===== config.mk =====
export PLATFORM = sky130hd
export DESIGN_NAME = dma_bus_master
export DESIGN_NICKNAME = d
export VERILOG_FILES = /design/src/rtl/dma_bus_master.sv
export SDC_FILE = /design/constraint.sdc
export NUM_CORES = 1
export LEC_CHECK = 0
export BUFFER_PORTS_ARGS = -buffer_cell sky130_fd_sc_hd__buf_2
export CORE_UTILIZATION = 35
export CTS_BUF_LIST = sky130_fd_sc_hd__clkbuf_8
export DETAILED_ROUTE_END_ITERATION = 8
export RECOVER_POWER = 50
export SYNTH_ARGS = -nofsm -noshare
export SYNTH_HDL_FRONTEND = slang
export SYNTH_SLANG_ARGS = --single-unit
export TNS_END_PERCENT = 5

===== constraint.sdc =====
create_clock -name clk -period 2.2 [get_ports clk]
set_input_delay 0.55 -clock clk [delete_from_list [all_inputs] [get_ports clk]]
set_output_delay 0.55 -clock clk [all_outputs]
set_load 0.02 [all_outputs]

===== src/rtl/dma_bus_master.sv =====
// dma_bus_master: byte-wide DMA copy/fill engine that owns the data bus while busy
// and passes CPU accesses straight through to memory while idle.
module dma_bus_master #(
  parameter logic [7:0] DMA_ADDRESS = 8'h13
) (
  input  logic        clk,
  input  logic        rst,
  input  logic [7:0]  cpu_din,
  input  logic [15:0] cpu_address,
  input  logic        cpu_w_en,
  input  logic        cpu_r_en,
  output logic [7:0]  cpu_dout,
  output logic        cpu_stall,
  output logic [7:0]  mem_din,
  output logic [15:0] mem_address,
  output logic        mem_w_en,
  output logic        mem_r_en,
  input  logic [7:0]  mem_dout,
  output logic        done_flag,
  input  logic        done_flag_clr
);
  typedef enum logic [1:0] {IDLE, RD, WR, DONE} state_t;
  state_t      state_q;
  logic [15:0] src_q, dst_q, off16;
  logic [7:0]  len_q, rdata_q, rd_val;
  logic [2:0]  off;
  logic        fill_q, done_q, busy, sel, reg_wr, start;
  assign off16     = cpu_address - {8'h10, DMA_ADDRESS};
  assign sel       = off16 < 16'd6;
  assign off       = off16[2:0];
  assign busy      = state_q != IDLE;
  assign reg_wr    = !busy && cpu_w_en && sel;
  assign start     = reg_wr && off == 3'd5 && cpu_din[0];
  assign cpu_stall = busy;
  assign done_flag = done_q;
  assign cpu_dout  = busy ? 8'h00 : (mem_dout | rdata_q);
  // In DONE the strobes are low, so the address value there is irrelevant.
  assign mem_address = busy ? (state_q == RD ? src_q : dst_q) : cpu_address;
  assign mem_r_en    = busy ? state_q == RD : cpu_r_en;
  assign mem_w_en    = busy ? state_q == WR : cpu_w_en;
  assign mem_din     = busy ? (fill_q ? src_q[7:0] : mem_dout) : cpu_din;
  always_comb
    rd_val = off == 3'd0 ? src_q[7:0] :
             off == 3'd1 ? src_q[15:8] :
             off == 3'd2 ? dst_q[7:0] :
             off == 3'd3 ? dst_q[15:8] :
             off == 3'd4 ? len_q :
             {busy, done_q, 4'b0000, fill_q, 1'b0};
  always_ff @(posedge clk or negedge rst) begin
    if (!rst) begin
      state_q <= IDLE;
      src_q   <= '0;
      dst_q   <= '0;
      len_q   <= '0;
      rdata_q <= '0;
      fill_q  <= 1'b0;
      done_q  <= 1'b0;
    end else begin
      rdata_q <= (!busy && cpu_r_en && sel) ? rd_val : 8'h00;
      if (state_q == DONE) done_q <= 1'b1;
      else if (start || done_flag_clr) done_q <= 1'b0;
      case (state_q)
        IDLE:
          if (reg_wr)
            case (off)
              3'd0: src_q[7:0]  <= cpu_din;
              3'd1: src_q[15:8] <= cpu_din;
              3'd2: dst_q[7:0]  <= cpu_din;
              3'd3: dst_q[15:8] <= cpu_din;
              3'd4: len_q       <= cpu_din;
              default: begin
                fill_q <= cpu_din[1];
                if (cpu_din[0]) state_q <= len_q == 8'd0 ? DONE : cpu_din[1] ? WR : RD;
              end
            endcase
        RD: state_q <= WR;
        WR: begin
          dst_q   <= dst_q + 16'd1;
          len_q   <= len_q - 8'd1;
          if (!fill_q) src_q <= src_q + 16'd1;
          state_q <= len_q == 8'd1 ? DONE : fill_q ? WR : RD;
        end
        default: state_q <= IDLE;
      endcase
    end
  end
endmodule


; Yosys cells after proc, flatten, opt, wreduce, memory -nomap -nowiden
; Cells that the tools add are included.
; Widths: inputs -> output; s select.
[totals]
elab_cells = 91
ff_bits = 52
in_bits = 37
[classes]
reduce_logical = 22
n_eq_ne = 18
addsub = 4
n_bitwise = 2
n_mux = 35
n_lt_le_gt_ge = 1
[op_table]
columns = cell, count
row1 = $mux 8, 15
row2 = $mux 16, 5
row3 = $pmux 16 s2, 2
row4 = $add 16x1->16 const B, 2
row5 = $ne 2x2->1 const B, 9
row6 = $lt 16x3->1 const B, 1
row7 = $pmux 8 s2, 1
row8 = $sub 16x13->16 const B, 1
row9 = $reduce_and 3->1, 5
row10 = $mux 2, 7
row11 = $eq 8x1->1 const B, 1
row12 = $logic_not 8->1, 1
row13 = $or 8x8->8, 1
row14 = $reduce_and 4->1, 2
row15 = $sub 8x1->8 const B, 1
row16 = $eq 3x2->1 const B, 2
row17 = $eq 3x3->1 const B, 2
row18 = $logic_and 1x1->1, 6
row19 = $pmux 2 s3, 1
row20 = $reduce_bool 2->1, 3
row21 = $reduce_or 5->1, 1
row22 = $eq 2x2->1 const B, 2
row23 = $mux 1, 4
row24 = $eq 3x1->1 const B, 1
row25 = other kinds (6), 6

; Longest topological paths before layout
[logic_depth]
word_depth = 9
mapped_depth = 10
depth_no_buf = 8

; Least setup slack after synthesis
; No wires, ideal clock.
[synth_path]
path_kind = in2reg
startpoint = input port cpu_address[0]
endpoint = register fill_q
t_arrival_ns = 2.573
setup_time_ns = 0.120
t_required_ns = 2.080
path_slack_ns = -0.493
path_stages = 9
path_cell_list = ha_1 -> ha_1 -> a21oi_1 -> and4_1 -> o211ai_2 -> a2111oi_4 -> buf_6 -> a21oi_1 -> a31o_1
[synth_between]
elab_chain_cells = 5
elab_cells_between_ends = 11
cone_classes = 1 x add/sub / 1 x order compare / 4 x eq/ne / 1 x bitwise / 4 x reduce/logical
[synth_lines]
columns = element, line_no
row1 = from (decl), 9  ; input logic [15:0] cpu_address,
row2 = $sub 16x13->16 *, 28  ; assign off16 = cpu_address - {8'h10, DMA_ADDRESS};
row3 = branches (longest 3 deep; another with $lt 16x3->1), n/a
row4 = $reduce_and 3->1 (no line) *, n/a
row5 = to (signal assigned), 72  ; fill_q <= cpu_din[1];
row6 = to (decl), 27  ; logic fill_q, done_q, busy, sel, reg_wr, start;
; Mark *: on every way between the ends.
; A chain may end at the register's enable or synchronous reset.

; Worst setup path after layout
[layout_path]
startpoint = input port cpu_address[0]
endpoint = register src_q[2]
[layout_between]
elab_chain_cells = 5
elab_cells_between_ends = 7
cone_classes = 1 x add/sub / 1 x order compare / 2 x eq/ne / 3 x reduce/logical
[layout_lines]
columns = element, line_no
row1 = $sub 16x13->16 *, 28
row2 = $lt 16x3->1, 29  ; assign sel = off16 < 16'd6;
row3 = $logic_and 1x1->1, 32  ; assign reg_wr = !busy && cpu_w_en && sel;
row4 = $ne 2x2->1 (no line), n/a
row5 = $reduce_and 4->1 (no line) *, n/a
row6 = to (signal assigned), 66  ; 3'd0: src_q[7:0] <= cpu_din;
row7 = to (signal assigned), 80  ; if (!fill_q) src_q <= src_q + 16'd1;
row8 = to (decl), 24  ; logic [15:0] src_q, dst_q, off16;
; Every way passes the cells marked *; elsewhere a longest branch is shown, timed or not.

==> impl_metrics.env <==
export IMPL_fp_dieH_um=115.2
export IMPL_drt_iter0_drc=518
export IMPL_grt_pass1_vias=5043
export IMPL_cts_tree="yes"
export IMPL_placed_cell_area_um2=5645
export IMPL_crit_buf_inv=2
export IMPL_slew_violations=0
export IMPL_cp_depth=10
export IMPL_fill_cells=1214
export IMPL_hold_violations=0
export IMPL_worst_slew_pin_slew_ns=1.411
export IMPL_wl_um=18410
export IMPL_root_buffer="clkbuf_8"
export IMPL_synth_flop_cell="dfrtp_1"
export IMPL_synth_edf_count=0
export IMPL_timing_rr_start="state_q[1]$_DFFE_PN0P_"
export IMPL_hp_class="primary input to register"
export IMPL_layout_drive_gt1_share_pct=34.89
export IMPL_path_cells="buf_8 -> ha_4 -> ha_4 -> a21oi_2 -> and4_4 -> o211ai_4 -> a2111o_2 -> buf_6 -> o211ai_1 -> o211ai_1"
export IMPL_leakage_uw=0.002508
export IMPL_syn_inst=571
export IMPL_cp_end_kind="register"
export IMPL_grt_pass1_wl_um=28150
export IMPL_grt_overflow_total=0
export IMPL_r2r_setup_slack_ns=-0.18
export IMPL_pin_count=73
export IMPL_cts_buffers=5
export IMPL_p_per_area_nw_per_um2=347.3
export IMPL_globalplace_congestion=0.9351
export IMPL_cp_required_ns=2.40
export IMPL_holdBufCountCts=0
export IMPL_yosysTopAreaCellShare_pct=29.03
export IMPL_routedWlPerCell_um=21.02
export IMPL_nets=755
export IMPL_vias_per_cell=5.986
export IMPL_cap_violations=0
export IMPL_cp_arrival_ns=2.59
export IMPL_rsz0062_at_grt="true"
export IMPL_placed_cells=859
export IMPL_hpwl_um=13260
export IMPL_clockBufferDepth=2
export IMPL_violations="setup timing"
export IMPL_timing_rr_end="src_q[2]$_DFFE_PN0P_"
export IMPL_cts_clk_slew_worst_paths_ns=0.10
export IMPL_fin_skew_ns=0.009234
export IMPL_io_buffers=72
export IMPL_worst_setup_path_start_kind="primary input"
export IMPL_grt_max_degree=53
export IMPL_slew_limit_headroom_pct=5.917
export IMPL_die_area_um2=13270
export IMPL_min_period_ns=2.394
export IMPL_pre_cts_slack_ns=-0.5927
export IMPL_postRouteAntennaNets=0
export IMPL_firstDrtPassIters=9
export IMPL_core_um2=12260
export IMPL_start_util_pct=36.56
export IMPL_endpoint="src_q[2]$_DFFE_PN0P_"
export IMPL_fin_util_pct=50.17
export IMPL_critPathMaxFanout=8
export IMPL_num_antenna_cells=0
export IMPL_num_vias=5244
export IMPL_netlist_cell_type_count=68
export IMPL_peakVddDrop_uv=212.1
export IMPL_grt_use_total_pct=28.23
export IMPL_async_flop_share_pct=100.0
export IMPL_cp_startpoint="cpu_address[0]"
export IMPL_ys_warn_count=0
export IMPL_clock_latency_ns=0.32
export IMPL_final_cells=876
export IMPL_cpMaxStageDelayCell="a2111o_2"
export IMPL_layout_area_overhead_vs_synth_pct=37.23
export IMPL_syn_cell_area_um2=4483
export IMPL_period_share_pct=108.8
export IMPL_drc=0
export IMPL_fin_ws_ns=-0.1936
export IMPL_finalSetupTns_ns=-4.398
export IMPL_fmax_mhz=417.8
export IMPL_slowest_delay_ns=0.57
export IMPL_seq_area_frac_synth_pct=29.03
export IMPL_setup_viol=54
export IMPL_antenna_found_initial=0
export IMPL_finalInstanceArea_um2=6152
export IMPL_rows=40
export IMPL_cp_top_family="compound AO/OA/AOI/OAI gates"
export IMPL_status="finished, violations left"
export IMPL_clock_sinks=52
export IMPL_synth_ff_latch_count=52
export IMPL_die_x_um=115.2
export IMPL_syn_area_per_cell_um2=7.851
export IMPL_path_class="primary input to register"
export IMPL_htree_levels=2
export IMPL_yosysTopAreaCell="dfrtp_1"
export IMPL_rr_worst_depth=9
export IMPL_synth_nets=618
export IMPL_synth_area_leaders="dfrtp_1 (29%), mux2i_1 (8.3%), o21ai_0 (6.5%), nand2_1 (5.7%), a21oi_1 (4.1%)"
==> routing by layer <==
layer,vias to the layer above,track usage [%],share of wire [%]
met5,-,0,0
met4,0,15.41,4.9
met3,64,6.484,8.8
met2,301,42.29,43
met1,2483,37.59,43
li1,2396,-,-
==> cell usage in the layout, fill, tap and decap left out, drive strengths merged, types with 3 or more instances in the layout <==
master	Yosys	final
a2111oi	4	4
a211oi	3	3
a21oi	37	37
a22oi	8	8
a2bb2oi	3	3
a31oi	5	5
a32oi	6	6
and2	4	4
and3	5	5
buf	11	175
clkbuf	35	8
dfrtp	52	52
ha	10	10
inv	19	18
mux2	3	3
mux2i	37	37
nand2	69	69
nand2b	5	5
nand3	19	19
nand3b	10	10
nand4	12	12
nor2	50	50
nor2b	4	4
nor3	19	19
nor4	4	4
o211ai	10	10
o21ai	59	59
o221a	3	3
o31ai	12	12
o32ai	3	3
or3	8	8
or4	3	3
==> flip-flops by register name, indices dropped and copies added, names as in the netlist <==
register / cells
done_flag: 1
dst_q: 16
fill_q: 1
len_q: 8
rdata_q: 8
src_q: 16
state_q: 2
==> synth_stat cells, types with 11 or more instances <==
cell type and instances:
nand2_1 68, o21ai_0 58, dfrtp_1 52, nor2_1 49, a21oi_1 37, mux2i_1 37, clkbuf_1 35, inv_1 19
nand3_1 19, nor3_1 18, nand4_1 12, o31ai_1 11
==> timing repair <==
| action | CTS | global route |
|---|---|---|
| setup endpoints to repair | 73 | 70 |
| pin swaps | 19 | 14 |
| buffers inserted | 7 | 3 |
| resized for setup | 54 | 55 |
==> cell families after synthesis <==
kind of cell	synth area share [%]
adder cells (fa/ha/maj)	2.791
multiplexers	9.015
flip-flops	29.03
AND/OR/NAND/NOR	24.25
AO/OA/AOI/OAI	28.75
XOR/XNOR	0.3908
buffers and inverters	5.777
==> layout make-up <==
type	count	area [um^2]	area share, %
Multi-Input combinational cell	454	3152	51.23
Timing Repair Buffer	176	1316	21.40
Sequential cell	52	1303	21.17
Tap cell	168	210.2	3.417
Clock buffer	7	96.34	1.566
Inverter	19	75.07	1.220
==> per-stage QoR <==
stage                     hold slack [ns]  total power [uW]
after CTS                          0.2254              2123
after detailed placement           0.5701              1481
after global placement             0.5570              1475
after global routing               0.5793              2220
after floorplan                    0.2544              1217
final                              0.5759              2137
==> report_power, final <==
part	internal (uW)	switching [uW]	total [uW]
Sequential	964	22.5	986
Clock	282	342	624
Combinational	218	308	527
==> worst min path at each step <==
stage / slack, ns / cells after the start / start / end
after detailed placement: 0.57 / 1 / done_flag$_DFFE_PN0P_ / done_flag$_DFFE_PN0P_
after floorplan: 0.25 / 0 / rst / done_flag$_DFFE_PN0P_
after global placement: 0.56 / 1 / done_flag$_DFFE_PN0P_ / done_flag$_DFFE_PN0P_
final: 0.58 / 3 / done_flag_clr / done_flag$_DFFE_PN0P_
after global routing: 0.58 / 3 / done_flag_clr / done_flag$_DFFE_PN0P_
after CTS: 0.23 / 2 / rst / len_q[0]$_DFFE_PN0P_
==> worst min-delay path, delay by kind of cell <==
family          cells  cell delay [ns]
buf+inv             2             0.16
compound gates      1             0.16
Note: power is estimated with default switching activity, not from simulation.
